--- src/rtl/ysyx_22040895_ex_mem.sv ---
// Execute-to-memory pipeline register with branch resolution and a registered fetch redirect.
// Define YSYX_22040895_SKID_EN to add a skid entry S and register ready_o_exmem.
module ysyx_22040895_ex_mem #(
    parameter int unsigned XLEN    = 64,
    parameter int unsigned MEMOP_W = 4
) (
    input  logic               clk,
    input  logic               rst_n,
    input  logic               valid_i_exmem,
    output logic               ready_o_exmem,
    input  logic [XLEN-1:0]    pc_i_exmem,
    input  logic [XLEN-1:0]    result_i_exmem,
    input  logic               lt_i_exmem,
    input  logic               ltu_i_exmem,
    input  logic               zero_i_exmem,
    input  logic [2:0]         brtype_i_exmem,
    input  logic [XLEN-1:0]    target_i_exmem,
    input  logic [XLEN-1:0]    store_i_exmem,
    input  logic [MEMOP_W-1:0] memop_i_exmem,
    input  logic [4:0]         rd_i_exmem,
    input  logic               wen_i_exmem,
    input  logic               flush_i_exmem,
    output logic               valid_o_exmem,
    input  logic               ready_i_exmem,
    output logic [XLEN-1:0]    pc_o_exmem,
    output logic [XLEN-1:0]    result_o_exmem,
    output logic [XLEN-1:0]    store_o_exmem,
    output logic [MEMOP_W-1:0] memop_o_exmem,
    output logic [4:0]         rd_o_exmem,
    output logic               wen_o_exmem,
    output logic               redirect_o_exmem,
    output logic [XLEN-1:0]    redirect_pc_o_exmem
);

    typedef struct packed {
        logic [XLEN-1:0]    pc;
        logic [XLEN-1:0]    result;
        logic [XLEN-1:0]    store;
        logic [MEMOP_W-1:0] memop;
        logic [4:0]         rd;
        logic               wen;
    } beat_t;

    beat_t in_beat, m_q, m_d;
    logic  m_valid_q, m_valid_d;
    logic  accept, m_xfer, taken;
    logic  redirect_q, redirect_d;
    logic [XLEN-1:0] redirect_pc_q, redirect_pc_d;

    assign in_beat = '{pc: pc_i_exmem, result: result_i_exmem, store: store_i_exmem,
                       memop: memop_i_exmem, rd: rd_i_exmem, wen: wen_i_exmem};

    assign accept = valid_i_exmem & ready_o_exmem;
    assign m_xfer = m_valid_q & ready_i_exmem;

`ifdef YSYX_22040895_SKID_EN
    beat_t s_q, s_d;
    logic  s_valid_q, s_valid_d;

    // Registered ready: S empty guarantees room for one more beat this cycle.
    assign ready_o_exmem = ~s_valid_q;
`else
    assign ready_o_exmem = ~m_valid_q | ready_i_exmem;
`endif

    always_comb begin
        m_valid_d = m_valid_q;
        m_d       = m_q;
`ifdef YSYX_22040895_SKID_EN
        s_valid_d = s_valid_q;
        s_d       = s_q;
        if (s_valid_q) begin
            if (m_xfer) begin
                m_d       = s_q;
                s_valid_d = accept;
                if (accept) s_d = in_beat;
            end
        end else if (!m_valid_q || m_xfer) begin
            m_valid_d = accept;
            if (accept) m_d = in_beat;
        end else if (accept) begin
            s_valid_d = 1'b1;
            s_d       = in_beat;
        end
`else
        if (!m_valid_q || m_xfer) begin
            m_valid_d = accept;
            if (accept) m_d = in_beat;
        end
`endif
        if (flush_i_exmem) begin
            m_valid_d = 1'b0;
`ifdef YSYX_22040895_SKID_EN
            s_valid_d = 1'b0;
`endif
        end
    end

    always_comb begin
        case (brtype_i_exmem)
            3'b001:  taken = zero_i_exmem;
            3'b010:  taken = ~zero_i_exmem;
            3'b011:  taken = lt_i_exmem;
            3'b100:  taken = ~lt_i_exmem;
            3'b101:  taken = ltu_i_exmem;
            3'b110:  taken = ~ltu_i_exmem;
            3'b111:  taken = 1'b1;
            default: taken = 1'b0;
        endcase
    end

    // A flushed accept must not redirect; the last redirect target is held otherwise.
    always_comb begin
        redirect_d    = accept & taken & ~flush_i_exmem;
        redirect_pc_d = redirect_d ? target_i_exmem : redirect_pc_q;
    end

    always_ff @(posedge clk or negedge rst_n) begin
        if (!rst_n) begin
            m_valid_q     <= 1'b0;
            m_q           <= '0;
            redirect_q    <= 1'b0;
            redirect_pc_q <= '0;
        end else begin
            m_valid_q     <= m_valid_d;
            m_q           <= m_d;
            redirect_q    <= redirect_d;
            redirect_pc_q <= redirect_pc_d;
        end
    end

`ifdef YSYX_22040895_SKID_EN
    always_ff @(posedge clk or negedge rst_n) begin
        if (!rst_n) begin
            s_valid_q <= 1'b0;
            s_q       <= '0;
        end else begin
            s_valid_q <= s_valid_d;
            s_q       <= s_d;
        end
    end
`endif

    assign valid_o_exmem       = m_valid_q;
    assign pc_o_exmem          = m_q.pc;
    assign result_o_exmem      = m_q.result;
    assign store_o_exmem       = m_q.store;
    assign memop_o_exmem       = m_q.memop;
    assign rd_o_exmem          = m_q.rd;
    assign wen_o_exmem         = m_q.wen;
    assign redirect_o_exmem    = redirect_q;
    assign redirect_pc_o_exmem = redirect_pc_q;

endmodule

--- config.mk ---
export PLATFORM = sky130hd
export DESIGN_NAME = ysyx_22040895_ex_mem
export DESIGN_NICKNAME = d
export VERILOG_FILES = /design/src/rtl/ysyx_22040895_ex_mem.sv
export SDC_FILE = /design/constraint.sdc
export NUM_CORES = 1
export LEC_CHECK = 0
export CORE_AREA = 2 2 211 213
export CTS_CLUSTER_SIZE = 14
export DETAILED_ROUTE_END_ITERATION = 8
export DIE_AREA = 0 0 213 215
export PLACE_DENSITY_LB_ADDON = 0.25
export RECOVER_POWER = 25
export SLEW_MARGIN = 40
export SYNTH_ARGS = -nofsm -noshare
export SYNTH_HDL_FRONTEND = slang
export SYNTH_SLANG_ARGS = --single-unit
export TNS_END_PERCENT = 30
--- constraint.sdc ---
create_clock -name clk -period 1.53 [get_ports clk]
set_input_delay 0.306 -clock clk [delete_from_list [all_inputs] [get_ports clk]]
set_output_delay 0.306 -clock clk [all_outputs]
set_load 0.01 [all_outputs]
# Word level (Yosys, flattened, before mapping)
# Index checks and enable logic that the tools add are counted.
[word_totals]
reg_bits = 268
latch_bits = 0
ramBits = 0
mem_bits_ro = 0
in_bits = 277
n_memories = 0
[classes]
add_sub_neg = 0
n_mul = 0
div = 0
order_cmp = 0
eq_ne = 7
n_shift = 0
mux = 3
bitwise_logic = 10
reduce_logical = 4
[ops]
columns = ["operator", "n"]
rows = [
  ["3-bit == test (second input constant)", 4],
  ["1-bit case mux with 7 select lines", 1],
  ["3-bit by 2-bit == test with 1-bit output (second input constant)", 2],
  ["1-bit NOT", 5],
  ["1-bit AND", 4],
  ["3-bit by 1-bit == test with 1-bit output (second input constant)", 1],
  ["1-bit 2-to-1 mux", 2],
  ["2-bit AND reduction", 1],
  ["2-bit nonzero test", 1],
  ["1-bit logical NOT", 1],
  ["1-bit logical OR", 1],
  ["1-bit bitwise OR", 1],
]

# Longest topological paths before layout
[logic_depth]
depth_word = 5
mapped_depth = 6
mapped_depth_nobuf = 4

# Worst setup path before layout
# No wires, ideal clock.
[synth_path]
path_kind = "reg2reg"
start = "reg m_valid_q, in the netlist valid_o_exmem"
end = "reg redirect_pc_q[14], in the netlist redirect_pc_o_exmem[14]"
arrival_time_ns = 1.596
path_slack_ns = -0.192
path_stages_with_launch = 7
cell_sequence = "dfrtp_1 nand2b_1 nand2_1 nor4b_4 buf_6 buf_12 mux2_4"
[synth_via]
elab_chain_cells = 5
[synth_rtl]
columns = ["element", "line", "rtl"]
rows = [
  ["from (decl)", "45", "logic m_valid_q, m_valid_d;"],
  ["from (signal assigned)", "125", "m_valid_q <= m_valid_d;"],
  ["1-bit NOT", "63", "assign ready_o_exmem = ~m_valid_q | ready_i_exmem;"],
  ["1-bit bitwise OR", "63", ""],
  ["named net ready_o_exmem", "10", "output logic ready_o_exmem,"],
  ["1-bit AND", "53", "assign accept = valid_i_exmem & ready_o_exmem;"],
  ["1-bit AND (2 in a row)", "114", "redirect_d = accept & taken & ~flush_i_exmem;"],
  ["to (signal assigned)", "128", "redirect_pc_q <= redirect_pc_d;"],
  ["to (decl)", "48", "logic [XLEN-1:0] redirect_pc_q, redirect_pc_d;"],
]
# The timed path passes the listed nets, and every way through them passes these cells.
# A chain may end at the register's enable or synchronous reset.

# Worst setup path after layout
[layout_path]
start = "reg m_valid_q, in the netlist valid_o_exmem"
end = "reg redirect_pc_q[12], in the netlist redirect_pc_o_exmem[12]"
[layout_via]
elab_chain_cells = 5
[layout_rtl]
columns = ["element", "line"]
rows = [
  ["1-bit NOT", "63"],
  ["1-bit bitwise OR", "63"],
  ["1-bit AND", "53"],
  ["1-bit AND (2 in a row)", "114"],
]
# Every way passes these cells.

==> flow_summary.yaml <==
timing:
  number_of_endpoints_failing_setup_at_the_final_stage: 97
  fin_worst_skew_ps: 4.275
  finalWorstSetupSlack_ps: -165.2
  fmaxAchievable_mhz: 589.9
  rsz0062_at_grt: "true"
  slew_violations: 0
  final.period_utilization_pct: 110.8
  report.final.hold_viol_count: 0
  tightest_slew_ps: 965.2
  tmin_final_ps: 1695
  slew_headroom_pct: 35.65
synthesis:
  synth.yosys.seq_area_share_pct: 65.72
  synth_commonest_cells: "sky130_fd_sc_hd__dfrtp_1 (268), sky130_fd_sc_hd__mux2_2 (217), sky130_fd_sc_hd__mux2_4 (50)"
  asyncSetResetFlopFracSynth_pct: 100.0
  syn_avg_cell_area_um2: 17.81
  synthDistinctLibCells: 15
  post_synth_fa_ha_maj_area_fraction_pct: 0
  yosysWarnings: 0
  synthesis.nets: 850
  number_of_flops_mapped_to_enable_cells_by_yosys: 0
  dominantRegCellSynth: "sky130_fd_sc_hd__dfrtp_1"
  synthDominantCellAreaShare_pct: 65.72
  xor_xnor_fraction_of_synth_area_pct: 0
  synthCells: 573
  combinational_family_with_the_most_area_after_synthesis: "multiplexers"
  synthMuxAreaShare_pct: 31.40
  synthesized_flop_and_latch_total: 268
  synthesized_area_fraction_occupied_by_ao_oa_aoi_and_oai_cells_pct: 0.2207
  yosys.cell_count.top_type: "sky130_fd_sc_hd__dfrtp_1"
  post_synth_main_area_contributors: "sky130_fd_sc_hd__dfrtp_1 (66%), sky130_fd_sc_hd__mux2_2 (24%), sky130_fd_sc_hd__mux2_4 (7.4%)"
  synth_largest_area_cell: "sky130_fd_sc_hd__dfrtp_1"
  yosys.area_share.simple_pct: 0.4046
  mapped_cell_area_um2: 10200
setup_path:
  critPathCaptureType: "flip-flop"
  critical_path_peak_fanout: 4
  critical_path_required_ps: 1970
  timing.critical_path.from_type: "flip-flop"
  kind_of_critical_path: "reg2reg"
  worst_ep_arrival_time_ps: 2140
finish:
  area_growth_pct: 69.62
  antennaDiodeCount: 0
  final_design_area_no_fill_um2: 17310
  drive_gt1_share_pct: 48.83
  final_nets: 1453
  layout_filler_cell_count: 4222
status:
  run_status: "complete, but fails checks"
  failing_checks: "negative setup slack"
global_route:
  first_global_vias: 7866
  grt_first_pass_wirelength_um: 48430
  antenna_violations_before_repair: 2
  grt_start_max_net_pins: 55
  global_route.usage.total_pct: 13.72
  globalRoute.totalOverflow: 0
detailed_routing:
  mean_number_of_vias_per_cell: 4.009
  postRouteWirelength_um: 33230
  route.detailed.wl_per_inst_um: 18.54
  drt_first_iter_violations: 185
  drt_pass1_iterations: 4
  remaining_drc_errors: 0
  route.antenna.remaining_nets: 0
  routed-via-count: 7185
run:
  drv_cap: 0
die:
  initial_utilization_pct: 23.38
  fp.dieW_um: 213
  core-area_um2: 43640
  num_rows: 77
  design.die.area_um2: 45800
  die_y_um: 215
  ios: 546
placement:
  hpwl_um: 24370
  place.port_buffers: 545
  place_area_um2: 16660
  detailedPlace.worstSlack_ps: -740.2
  globalplace.congestion: 0.7667
pwr:
  max-vdd-ir-drop_uv: 835.8
  power.switching_fraction_pct: 26.11
  internal_power_mw: 15.63
  power.share.sequential_pct: 41.4
  power_leakage_nw: 7.610
  power.density_cell_area_nw_per_um2: 1222
  netSwitchingPower_mw: 5.522
  comb_power_share_pct: 23.3
  clock_power_share_pct: 35.3
worst_hold_path:
  hold_path_class: "in2reg"
clock_network:
  clockRootBuffer: "sky130_fd_sc_hd__clkbuf_16"
  cts.path.max_buffers: 3
  cts_sinks: 268
  htree_levels: 1
  cts.reportedPaths.clkPinSlew_ps: 60
  cts_tree: "built"
  cts_inserted_buffers: 31
  worst_skew_pair.late_latency_ps: 550
## layout make-up
type                    instances  area, um2  share of cell area (%)
clock buffers                  42      837.1                   4.836
clock inverters                15      182.7                   1.055
inverters                       1      3.754                 0.02169
multi-input cells             275       3352                   19.37
flip-flops and latches        268       6708                   38.75
well taps                     592      740.7                   4.279
repair buffers                599       5485                   31.69
## final timing paths
check | from | to | slack [ps] | depth (start not counted)
min in group asynchronous | rst_n | pc_o_exmem[49] | 450 | 2
worst max register to register | valid_o_exmem | redirect_pc_o_exmem[12] | -170 | 7
worst min-delay path | pc_i_exmem[19] | pc_o_exmem[19] | 360 | 2
max in group asynchronous | rst_n | valid_o_exmem | 90 | 3
worst max-delay path | valid_o_exmem | redirect_pc_o_exmem[12] | -170 | 7
worst min register to register | result_o_exmem[21] | result_o_exmem[21] | 500 | 1
## power groups by stage
stage	Sequential [mW]	Combinational, mW	Clock [mW]
after global placement	8.87	5.61	0
after detailed placement	8.89	5.64	0
after CTS	8.78	5.24	7.74
after floorplan	9.36	1.47	0
after global routing	8.91	5.25	8.03
final	8.76	4.92	7.46
## timing repair
item / 4_1_cts / 5_1_grt
buffers inserted: 10 / 1
setup endpoints to repair: 505 / 377
endpoints found under the hold margin: 159 / 0
hold buffers: 1 / 0
gates resized for setup: 731 / 163
cloned: 2 / 8
## cell usage in the layout (no fill, tap or decap), types with 3 or more instances in the layout
cell type / instances
sky130_fd_sc_hd__buf_6: 7
sky130_fd_sc_hd__clkbuf_1: 10
sky130_fd_sc_hd__clkbuf_2: 81
sky130_fd_sc_hd__mux2_2: 201
sky130_fd_sc_hd__clkdlybuf4s50_1: 275
sky130_fd_sc_hd__clkinv_2: 8
sky130_fd_sc_hd__buf_2: 95
sky130_fd_sc_hd__buf_4: 15
sky130_fd_sc_hd__clkdlybuf4s15_1: 56
sky130_fd_sc_hd__buf_12: 17
sky130_fd_sc_hd__mux2_4: 66
sky130_fd_sc_hd__clkdlybuf4s15_2: 37
sky130_fd_sc_hd__clkbuf_8: 3
sky130_fd_sc_hd__clkinvlp_4: 3
sky130_fd_sc_hd__clkbuf_16: 38
sky130_fd_sc_hd__buf_16: 4
sky130_fd_sc_hd__dfrtp_1: 267
sky130_fd_sc_hd__bufinv_16: 4
## critical path: stages, from the launching register on
cell and delay [ps]:
sky130_fd_sc_hd__dfrtp_2 430, sky130_fd_sc_hd__nand2b_4 110, sky130_fd_sc_hd__nand2_8 60, sky130_fd_sc_hd__nor4b_4 220, sky130_fd_sc_hd__buf_6 160, sky130_fd_sc_hd__clkbuf_16 160, sky130_fd_sc_hd__clkbuf_16 150, sky130_fd_sc_hd__mux2_4 290
## flip-flops by register name, indices dropped and copies added (netlist names)
register,flops
wen_o_exmem,1
valid_o_exmem,1
store_o_exmem,64
memop_o_exmem,4
result_o_exmem,64
pc_o_exmem,64
redirect_pc_o_exmem,64
redirect_o_exmem,1
rd_o_exmem,5
## per-layer routing
layer | part of all wire, % | routed length [um] | vias up | global-route usage, %
li1 | - | - | 3239 | -
met1 | 37 | 12410 | 3604 | 15.49
met2 | 51 | 17070 | 294 | 24.16
met3 | 9.0 | 2991 | 48 | 4.866
met4 | 2.3 | 753 | 0 | 3.939
met5 | 0 | 0 | - | 0
## logic make-up after synthesis
| group | Yosys count |
|---|---|
| AND/OR/NAND/NOR | 4 |
| multiplexers | 268 |
| buffers and inverters | 30 |
| AO/OA/AOI/OAI | 3 |
| flip-flops | 268 |
## per-stage QoR
step / hold WS (ps) / setup TNS, ps / instances / utilization, % / power [mW]
after CTS: 191.4 / -9727 / 1784 / 40.80 / 21.76
after floorplan: 10.41 / -9253 / 573 / - / 10.84
final: 355.8 / -9319 / 1792 / 39.66 / 21.15
after global routing: 327.0 / -21200 / 1792 / 39.66 / 22.19
after global placement: 191.1 / -140860 / 1714 / 38.16 / 14.48
after detailed placement: 197.2 / -141690 / 1714 / 38.16 / 14.53
(Power assumes the default switching activity.)
